<file path="src/rtl/adc_stim_gen.sv">
// ADC emulator for buck-controller self-test: ramp, steady level, alternating events.
// Define ADC_STIM_NOISE_EN to compile in the LFSR noise path (default: noise = 0).
module adc_stim_gen #(
  parameter int          DW              = 8,
  parameter int          TARGET          = 192,
  parameter int          RAMP_SAMPLES    = 200,
  parameter int          EVT_PERIOD      = 260,
  parameter int          EVT_AMP         = 20,
  parameter int          NOISE_AMP       = 2,
  parameter int          FALLBACK_CYCLES = 500,
  parameter logic [15:0] SEED            = 16'hACE1
) (
  input  logic          clk,
  input  logic          rst,
  input  logic          en,
  input  logic          convst_bar,
  output logic [DW-1:0] data_out,
  output logic          sample_valid,
  output logic [1:0]    phase,
  output logic [15:0]   sample_cnt,
  output logic          fallback_active
);

  typedef enum logic [1:0] {
    IDLE   = 2'd0,
    RAMP   = 2'd1,
    STEADY = 2'd2,
    EVENT  = 2'd3
  } state_e;

  localparam int SW = DW + 3;
  localparam int WW = $clog2(FALLBACK_CYCLES);
  localparam logic [WW-1:0] WD_LAST = WW'(FALLBACK_CYCLES - 1);
  localparam logic [15:0] RAMP_LAST = 16'(RAMP_SAMPLES - 1);
  localparam logic [15:0] EVT_LAST = 16'(EVT_PERIOD - 1);
  localparam bit EVT_EN = (EVT_PERIOD != 0);
  localparam logic signed [SW-1:0] MAXV = SW'((2 ** DW) - 1);
  localparam logic signed [SW-1:0] BASE_T = SW'(TARGET);
  localparam logic signed [SW-1:0] OFF0 = SW'(EVT_AMP);
  localparam logic signed [SW-1:0] OFF1 = SW'(-(EVT_AMP / 2));
  localparam logic signed [SW-1:0] OFF2 = SW'(EVT_AMP / 4);

  if (SEED == 16'h0 || FALLBACK_CYCLES < 4 ||
      RAMP_SAMPLES < 1 || NOISE_AMP < 0) begin : g_bad_cfg
    $error("adc_stim_gen: illegal parameter set");
  end

  state_e               state_q, state_d;
  logic                 sync1_q, sync2_q, sync3_q;
  logic [WW-1:0]        wd_q, wd_d;
  logic [15:0]          cnt_q, cnt_d;
  logic [15:0]          stdy_q, stdy_d;
  logic [1:0]           evt_q, evt_d;
  logic                 par_q, par_d;
  logic [DW-1:0]        data_q, data_d;
  logic                 valid_q, valid_d;
  logic                 fb_q, fb_d;
  logic                 strobe_req, wd_req, active, upd;
  logic [31:0]          ramp_prod;
  logic [DW-1:0]        ramp_base;
  logic signed [SW-1:0] base, off, noise, sum;
  logic [DW-1:0]        clamped;

`ifdef ADC_STIM_NOISE_EN
  localparam logic [15:0] NMOD = 16'(2 * NOISE_AMP + 1);
  logic [15:0] lfsr_q, lfsr_d, nmod;

  assign nmod  = lfsr_q % NMOD;
  assign noise = $signed(SW'(nmod)) - $signed(SW'(NOISE_AMP));

  // Galois form of x^16+x^14+x^13+x^11+1, stepped once per update
  always_comb begin
    lfsr_d = lfsr_q;
    if (upd)
      lfsr_d = {1'b0, lfsr_q[15:1]} ^ (lfsr_q[0] ? 16'hB400 : 16'h0);
  end

  always_ff @(posedge clk) begin
    if (!rst) lfsr_q <= SEED;
    else      lfsr_q <= lfsr_d;
  end
`else
  assign noise = '0;
`endif

  always_comb begin
    strobe_req = sync3_q & ~sync2_q;
    wd_req     = (wd_q == WD_LAST);
    active     = en && (state_q != IDLE);
    upd        = active && (strobe_req || wd_req);

    ramp_prod = 32'(cnt_q) * 32'(TARGET);
    ramp_base = DW'(ramp_prod / 32'(RAMP_SAMPLES));

    unique case (evt_q)
      2'd0:    off = OFF0;
      2'd1:    off = OFF1;
      2'd2:    off = OFF2;
      default: off = '0;
    endcase
    if (par_q) off = -off;
    if (state_q != EVENT) off = '0;

    unique case (state_q)
      RAMP:          base = SW'(ramp_base);
      STEADY, EVENT: base = BASE_T;
      default:       base = '0;
    endcase

    sum = base + off + noise;
    if (sum < 0)         clamped = '0;
    else if (sum > MAXV) clamped = '1;
    else                 clamped = sum[DW-1:0];

    state_d = state_q;
    wd_d    = active ? wd_q + WW'(1) : '0;
    cnt_d   = cnt_q;
    stdy_d  = stdy_q;
    evt_d   = evt_q;
    par_d   = par_q;
    data_d  = data_q;
    valid_d = 1'b0;
    fb_d    = fb_q;

    if (!en) begin
      state_d = IDLE;
      cnt_d   = '0;
      stdy_d  = '0;
      evt_d   = '0;
      par_d   = 1'b0;
    end else if (state_q == IDLE) begin
      state_d = RAMP;
    end else if (upd) begin
      wd_d    = '0;
      data_d  = clamped;
      valid_d = 1'b1;
      fb_d    = wd_req & ~strobe_req;
      cnt_d   = (cnt_q == 16'hFFFF) ? cnt_q : cnt_q + 16'd1;
      unique case (state_q)
        RAMP: begin
          if (cnt_q == RAMP_LAST) begin
            state_d = STEADY;
            stdy_d  = '0;
          end
        end
        STEADY: begin
          if (EVT_EN && stdy_q == EVT_LAST) begin
            state_d = EVENT;
            stdy_d  = '0;
            evt_d   = '0;
          end else begin
            stdy_d = stdy_q + 16'd1;
          end
        end
        EVENT: begin
          if (evt_q == 2'd2) begin
            state_d = STEADY;
            evt_d   = '0;
            par_d   = ~par_q;
          end else begin
            evt_d = evt_q + 2'd1;
          end
        end
        default: ;
      endcase
    end
  end

  always_ff @(posedge clk) begin
    if (!rst) begin
      state_q <= IDLE;
      sync1_q <= 1'b1;
      sync2_q <= 1'b1;
      sync3_q <= 1'b1;
      wd_q    <= '0;
      cnt_q   <= '0;
      stdy_q  <= '0;
      evt_q   <= '0;
      par_q   <= 1'b0;
      data_q  <= '0;
      valid_q <= 1'b0;
      fb_q    <= 1'b0;
    end else begin
      state_q <= state_d;
      sync1_q <= convst_bar;
      sync2_q <= sync1_q;
      sync3_q <= sync2_q;
      wd_q    <= wd_d;
      cnt_q   <= cnt_d;
      stdy_q  <= stdy_d;
      evt_q   <= evt_d;
      par_q   <= par_d;
      data_q  <= data_d;
      valid_q <= valid_d;
      fb_q    <= fb_d;
    end
  end

  assign data_out        = data_q;
  assign sample_valid    = valid_q;
  assign phase           = state_q;
  assign sample_cnt      = cnt_q;
  assign fallback_active = fb_q;

endmodule

</file>
<file path="config.mk">
export PLATFORM = sky130hd
export DESIGN_NAME = adc_stim_gen
export DESIGN_NICKNAME = d
export VERILOG_FILES = /design/src/rtl/adc_stim_gen.sv
export SDC_FILE = /design/constraint.sdc
export NUM_CORES = 1
export LEC_CHECK = 0
export ABC_AREA = 0
export BUFFER_PORTS_ARGS = -buffer_cell sky130_fd_sc_hd__buf_2
export CAP_MARGIN = 40
export CORE_ASPECT_RATIO = 0.7
export CORE_UTILIZATION = 50
export DETAILED_ROUTE_END_ITERATION = 8
export PLACE_DENSITY_LB_ADDON = 0.2
export SYNTH_ARGS = -nofsm -noshare
export SYNTH_HDL_FRONTEND = slang
export SYNTH_SLANG_ARGS = --single-unit
</file>
<file path="constraint.sdc">
create_clock -name clk -period 17.9 [get_ports clk]
set_input_delay 1.79 -clock clk [delete_from_list [all_inputs] [get_ports clk]]
set_output_delay 1.79 -clock clk [all_outputs]
set_load 0.005 [all_outputs]
</file>
==> results.py, run 1 <==
metrics = {
    "status": {
        "outcome": "finished with violations",
        "violations": "DRC",
    },
    "run": {
        "max_cap_viol_count": 0,
    },
    "floorplanning": {
        "core-area_sq_um": 21700,
        "ios": 32,
        "start_util": 0.510,
        "fp.dieW_microns": 180,
        "row_count": 45,
        "die_h_microns": 126,
        "die_area_sq_um": 22700,
    },
    "power_and_ir_drop": {
        "p_sw_frac": 0.215,
        "powerDensity_nw_per_um2": 22.5,
        "p_sw_mw": 0.0672,
        "seqPwrFrac": 0.422,
        "leakagePower_nw": 5.47,
        "clock_power_share": 0.552,
        "intPower_mw": 0.246,
        "p_comb_frac": 0.025,
        "vdd.ir_drop.worst_mv": 0.0794,
        "power_mw": 0.313,
    },
    "synth": {
        "yosysUniqueCellTypes": 121,
        "synth.most_common_cell": "nor2_1",
        "yosysTopAreaCell": "dfxtp_1",
        "syn_area_per_cell_sq_um": 7.18,
        "synth_fp_nets": 1598,
        "yosysSeqAreaShare": 0.107,
        "synthTopCellsByArea": "dfxtp_1 11%, xnor2_1 6.7%, ha_1 6.0%",
        "synth_ff_type": "dfxtp_1",
        "async_flop_share": 0,
        "yosys-top-cells-count": "157 x nor2_1, 154 x nand2_1, 94 x a21oi_1",
        "ys_warn_count": 0,
        "ys_ff_latch": 59,
        "synth_edf_count": 0,
        "synth_cells": 1539,
        "netlist_area_sq_um": 11100,
        "synth_top_area_frac": 0.107,
    },
    "clock_network": {
        "cts.sinks": 59,
        "cts_buffers": 9,
        "cts_tree": "built",
        "clk_latency_ns": 0.33,
        "ctsRootBufferMaster": "clkbuf_16",
        "clock_path_buffers": 2,
        "hold_buffers": 0,
        "htreeDepth": 3,
        "clk_pin_slew_ns": 0.05,
    },
    "timing": {
        "final.setup.tns_ns": 0,
        "relSlewSlack": 0.403,
        "finalClockSkew_ns": 0.00627,
        "min_period_over_period": 0.974,
        "min_period_ns": 17.43,
        "tightest_slew_ns": 0.888,
        "fmax_ghz": 0.0574,
        "holdWs_ns": 0.413,
        "drv_slew": 0,
        "hold_viol": 0,
        "setup-violations-final": 0,
    },
    "global_routing": {
        "grt_max_degree": 22,
        "grt_usage": 0.303,
        "grt_pass1_vias": 11207,
        "grt_overflow_total": 0,
        "grt_pass1_wl_microns": 58000,
        "antenna_found_initial": 0,
    },
    "worst_setup_path": {
        "start_kind": "flop",
        "worstSetupPathType": "reg2reg",
        "crit_path_end_kind": "flop",
        "path_max_fanout": 8,
        "cpPeakStageDelay_ns": 0.61,
        "critPathSlowestCell": "or4b_4",
        "arrival_ns": 17.69,
        "crit_required_ns": 18.16,
    },
    "final_layout": {
        "drive_above_1_share": 0.281,
        "area_growth_pct": 25.7,
        "final_area_sq_um": 13900,
        "antenna_cells": 0,
        "fin_nets": 1754,
    },
    "placed_design": {
        "place_congestion": 0.987,
        "io_buffers": 31,
        "dp_hpwl_microns": 28400,
        "placed_cell_area_sq_um": 12200,
    },
    "route": {
        "wl_per_cell_microns": 19.0,
        "first_iter_violations": 1615,
        "drc": 1,
        "drtAntennaViolNets": 0,
        "viasPerCell": 6.61,
        "drt_pass1_iterations": 7,
        "vias": 13102,
        "drt_wl_total_microns": 37600,
    },
    "min_path": {
        "hold_class": "reg2reg",
    },
}
==> layout by cell type (no fill, tap or decap), drive strengths merged, types with 23 or more instances in the layout <==
cell and n:
inv 53, nand3 71, a31oi 28, ha 53, dfxtp 59, buf 197, o21a 23, and2 26
and3 36, o21ai 93, a211oi 33, xor2 46, a21oi 100, nand2b 26, nor3 51, xnor2 84
nor2 161, nand2 154
==> registers in the layout, summed over array words and instances, names as in the netlist <==
name	flops
evt_q	2
data_out	8
wd_q	9
par_q	1
fallback_active	1
phase	2
sync1_q	1
stdy_q	16
sync2_q	1
sync3_q	1
sample_cnt	16
sample_valid	1
==> metal layers <==
metal  global-route usage  part of all wire
met3               0.0494             0.093
met5                    0                 0
met1                0.476              0.48
met4               0.0517             0.015
met2                0.426              0.41
==> path summary, 6_finish.rpt <==
kind	from	end	slack (ns)	cells after the start
worst min register to register	sync1_q	sync2_q	0.41	1
worst max register to register	sample_cnt[1]	data_out[0]	0.47	81
worst max-delay path	sample_cnt[1]	data_out[0]	0.47	81
worst min-delay path	sync1_q	sync2_q	0.41	1
==> power by group through the flow <==
stage / Clock (mW) / Sequential [mW] / Combinational, mW
floorplan: 0 / 0.135 / 0.00477
global placement: 0 / 0.135 / 0.00709
detailed placement: 0 / 0.135 / 0.00737
CTS: 0.174 / 0.132 / 0.00750
global route: 0.180 / 0.132 / 0.00862
finish: 0.173 / 0.132 / 0.00791
==> metrics by stage <==
step,setup slack [ns],std cells,utilization
after floorplan,0.369,1539,-
after global placement,-0.472,1910,0.561
after detailed placement,-1.04,1911,0.561
after CTS,0.0375,1936,0.584
after global routing,-0.217,1982,0.641
final,0.468,1982,0.641
==> final cells by class <==
cell class	count	area, sq um
sequential	59	1190
inverter	53	199
clock buffer	10	239
fill	1842	7780
multi-input combinational	1375	10400
timing repair buffer	197	1410
tap	282	353
clock inverter	6	65.1
==> worst max-delay path, delay by kind of cell, from the launching register on <==
kind	cells	cell delay (ns)
multiplexers	3	0.88
XOR/XNOR	1	0.14
AO/OA/AOI/OAI	43	8.76
AND/OR/NAND/NOR	17	4.06
flip-flops	1	0.38
adder cells (fa/ha/maj)	6	1.70
buffers and inverters	11	1.37
==> timing repair <==
action                                  CTS  global route
resized for setup                        31           190
pin swaps                                 8            62
buffers inserted                          9            45
endpoints found under the setup margin    8             8
==> logic make-up after synthesis <==
kind of cell | count (synthesis) | synth area share
flops | 59 | 0.107
buf+inv | 105 | 0.0385
fa+ha+maj | 55 | 0.0636
compound gates | 519 | 0.361
simple gates | 630 | 0.286
mux | 41 | 0.0404
xor+xnor | 130 | 0.104
No activity file was read; power rests on OpenSTA's default activity.
==> run 2: changes to the inputs <==
HOLD_SLACK_MARGIN = 0.06   (was unset)
PLACE_DENSITY_LB_ADDON = 0.15   (was 0.2)
clock period = 21.4 ns   (was 17.9 ns; I/O delays follow)
==> results.py, run 2 (synthesis gave the netlist of run 1 again) <==
metrics = {
    "worst_setup_path": {
        "crit_buf_inv": 4,
        "cpPeakStageDelay_ns": 0.53,
        "path_max_fanout": 10,
        "path_delay_family": "compound AO/OA/AOI/OAI gates",
        "critPathSlowestCell": "a2111oi_4",
        "crit_path_end_kind": "flop",
        "start_kind": "flop",
        "worstSetupPathType": "reg2reg",
        "crit_required_ns": 21.64,
        "arrival_ns": 20.28,
    },
    "global_routing": {
        "grt_overflow_total": 0,
        "antenna_found_initial": 0,
        "grt_max_degree": 22,
        "grt_usage": 0.283,
        "grt_pass1_wl_microns": 54700,
        "grt_pass1_vias": 10452,
    },
    "floorplanning": {
        "fp.dieW_microns": 180,
        "die_area_sq_um": 22700,
        "start_util": 0.510,
        "die_h_microns": 126,
        "ios": 32,
        "row_count": 45,
        "core-area_sq_um": 21700,
    },
    "timing": {
        "min_period_ns": 20.04,
        "drv_slew": 0,
        "min_period_over_period": 0.936,
        "final.setup.tns_ns": 0,
        "relSlewSlack": 0.402,
        "finalClockSkew_ns": 0.00753,
        "fmax_ghz": 0.0499,
        "holdWs_ns": 0.405,
        "tightest_slew_ns": 0.897,
        "setup-violations-final": 0,
        "hold_viol": 0,
    },
    "clock_network": {
        "hold_buffers": 0,
        "cts_tree": "built",
        "ctsRootBufferMaster": "clkbuf_16",
        "clock_path_buffers": 2,
        "clk_pin_slew_ns": 0.05,
        "htreeDepth": 3,
        "cts.sinks": 59,
        "cts_buffers": 9,
        "clk_latency_ns": 0.33,
    },
    "final_layout": {
        "drive_above_1_share": 0.133,
        "seq_area_sq_um": 1180,
        "fin_nets": 1613,
        "multi_input_area_sq_um": 9610,
        "final_common_cell": "nor2_1",
        "antenna_cells": 0,
        "fillers": 2014,
        "fin_cells": 1841,
        "area_growth_pct": 8.82,
        "final_cell_mix": "156 x nor2_1, 151 x nand2_1, 92 x a21oi_1, 81 x xnor2_1, 69 x nand3_1",
    },
    "route": {
        "first_iter_violations": 1523,
        "drt_pass1_iterations": 6,
        "drtAntennaViolNets": 0,
        "viasPerCell": 6.59,
        "drc": 0,
        "wl_per_cell_microns": 18.2,
        "vias": 12131,
        "drt_wl_total_microns": 33400,
    },
    "placed_design": {
        "place_congestion": 0.961,
        "io_buffers": 31,
        "place_inst": 1813,
        "dp_hpwl_microns": 26400,
    },
    "power_and_ir_drop": {
        "vdd.ir_drop.worst_mv": 0.0611,
        "leakagePower_nw": 4.57,
        "powerDensity_nw_per_um2": 23.0,
    },
    "min_path": {
        "hold_class": "reg2reg",
    },
    "run": {
        "max_cap_viol_count": 0,
    },
    "status": {
        "outcome": "finished clean",
    },
}
run 2: through the flow:
stage / power, mW / setup slack (ns) / util / instance area (sq um)
after detailed placement: 0.119 / 0.424 / 0.527 / 11400
after global routing: 0.284 / -0.00701 / 0.555 / 12000
after floorplan: 0.117 / 3.87 / - / 11100
after CTS: 0.278 / 0.386 / 0.543 / 11800
after global placement: 0.119 / 0.909 / 0.527 / 11400
final: 0.276 / 1.36 / 0.555 / 12000
run 2: final timing paths:
path	depth (start not counted)	to	from	slack [ns]
max	74	data_out[4]	sample_cnt[1]	1.36
min	1	sync2_q	sync1_q	0.41
max reg2reg	74	data_out[4]	sample_cnt[1]	1.36
min reg2reg	1	sync2_q	sync1_q	0.41
run 2: final cells by class:
| class | count | share of cell area |
|---|---|---|
| timing repair buffer | 56 | 0.0285 |
| sequential | 59 | 0.0983 |
| inverter | 53 | 0.0165 |
| clock buffer | 11 | 0.0210 |
| multi-input combinational | 1375 | 0.799 |
| tap | 282 | 0.0293 |
| clock inverter | 5 | 0.00707 |
run 2: per-layer routing:
metal  routed length, microns  vias up  track usage
met5                        0        -            0
met3                     2800       33       0.0396
li1                         -     5863            -
met4                      302        0       0.0345
met2                    12900      590        0.388
met1                    17400     5645        0.461
run 2: worst register-to-register path: cells and delay by family, from the launching register on:
| kind | cells | cell delay [ns] |
|---|---|---|
| compound gates | 40 | 10.84 |
| fa+ha+maj | 6 | 1.74 |
| buf+inv | 4 | 0.67 |
| flops | 1 | 0.50 |
| mux | 3 | 1.06 |
| xor+xnor | 4 | 0.85 |
| simple gates | 17 | 4.33 |
run 2: timing repair:
item / 4_1_cts / 5_1_grt
setup buffers: 0 / 12
setup endpoints to repair: 0 / 8
resized for setup: 0 / 32
run 2: power breakdown:
part           total, mW  switching (mW)  internal [mW]
combinational    0.00622         0.00418        0.00203
clock              0.159          0.0508          0.109
sequential         0.111        0.000273          0.110
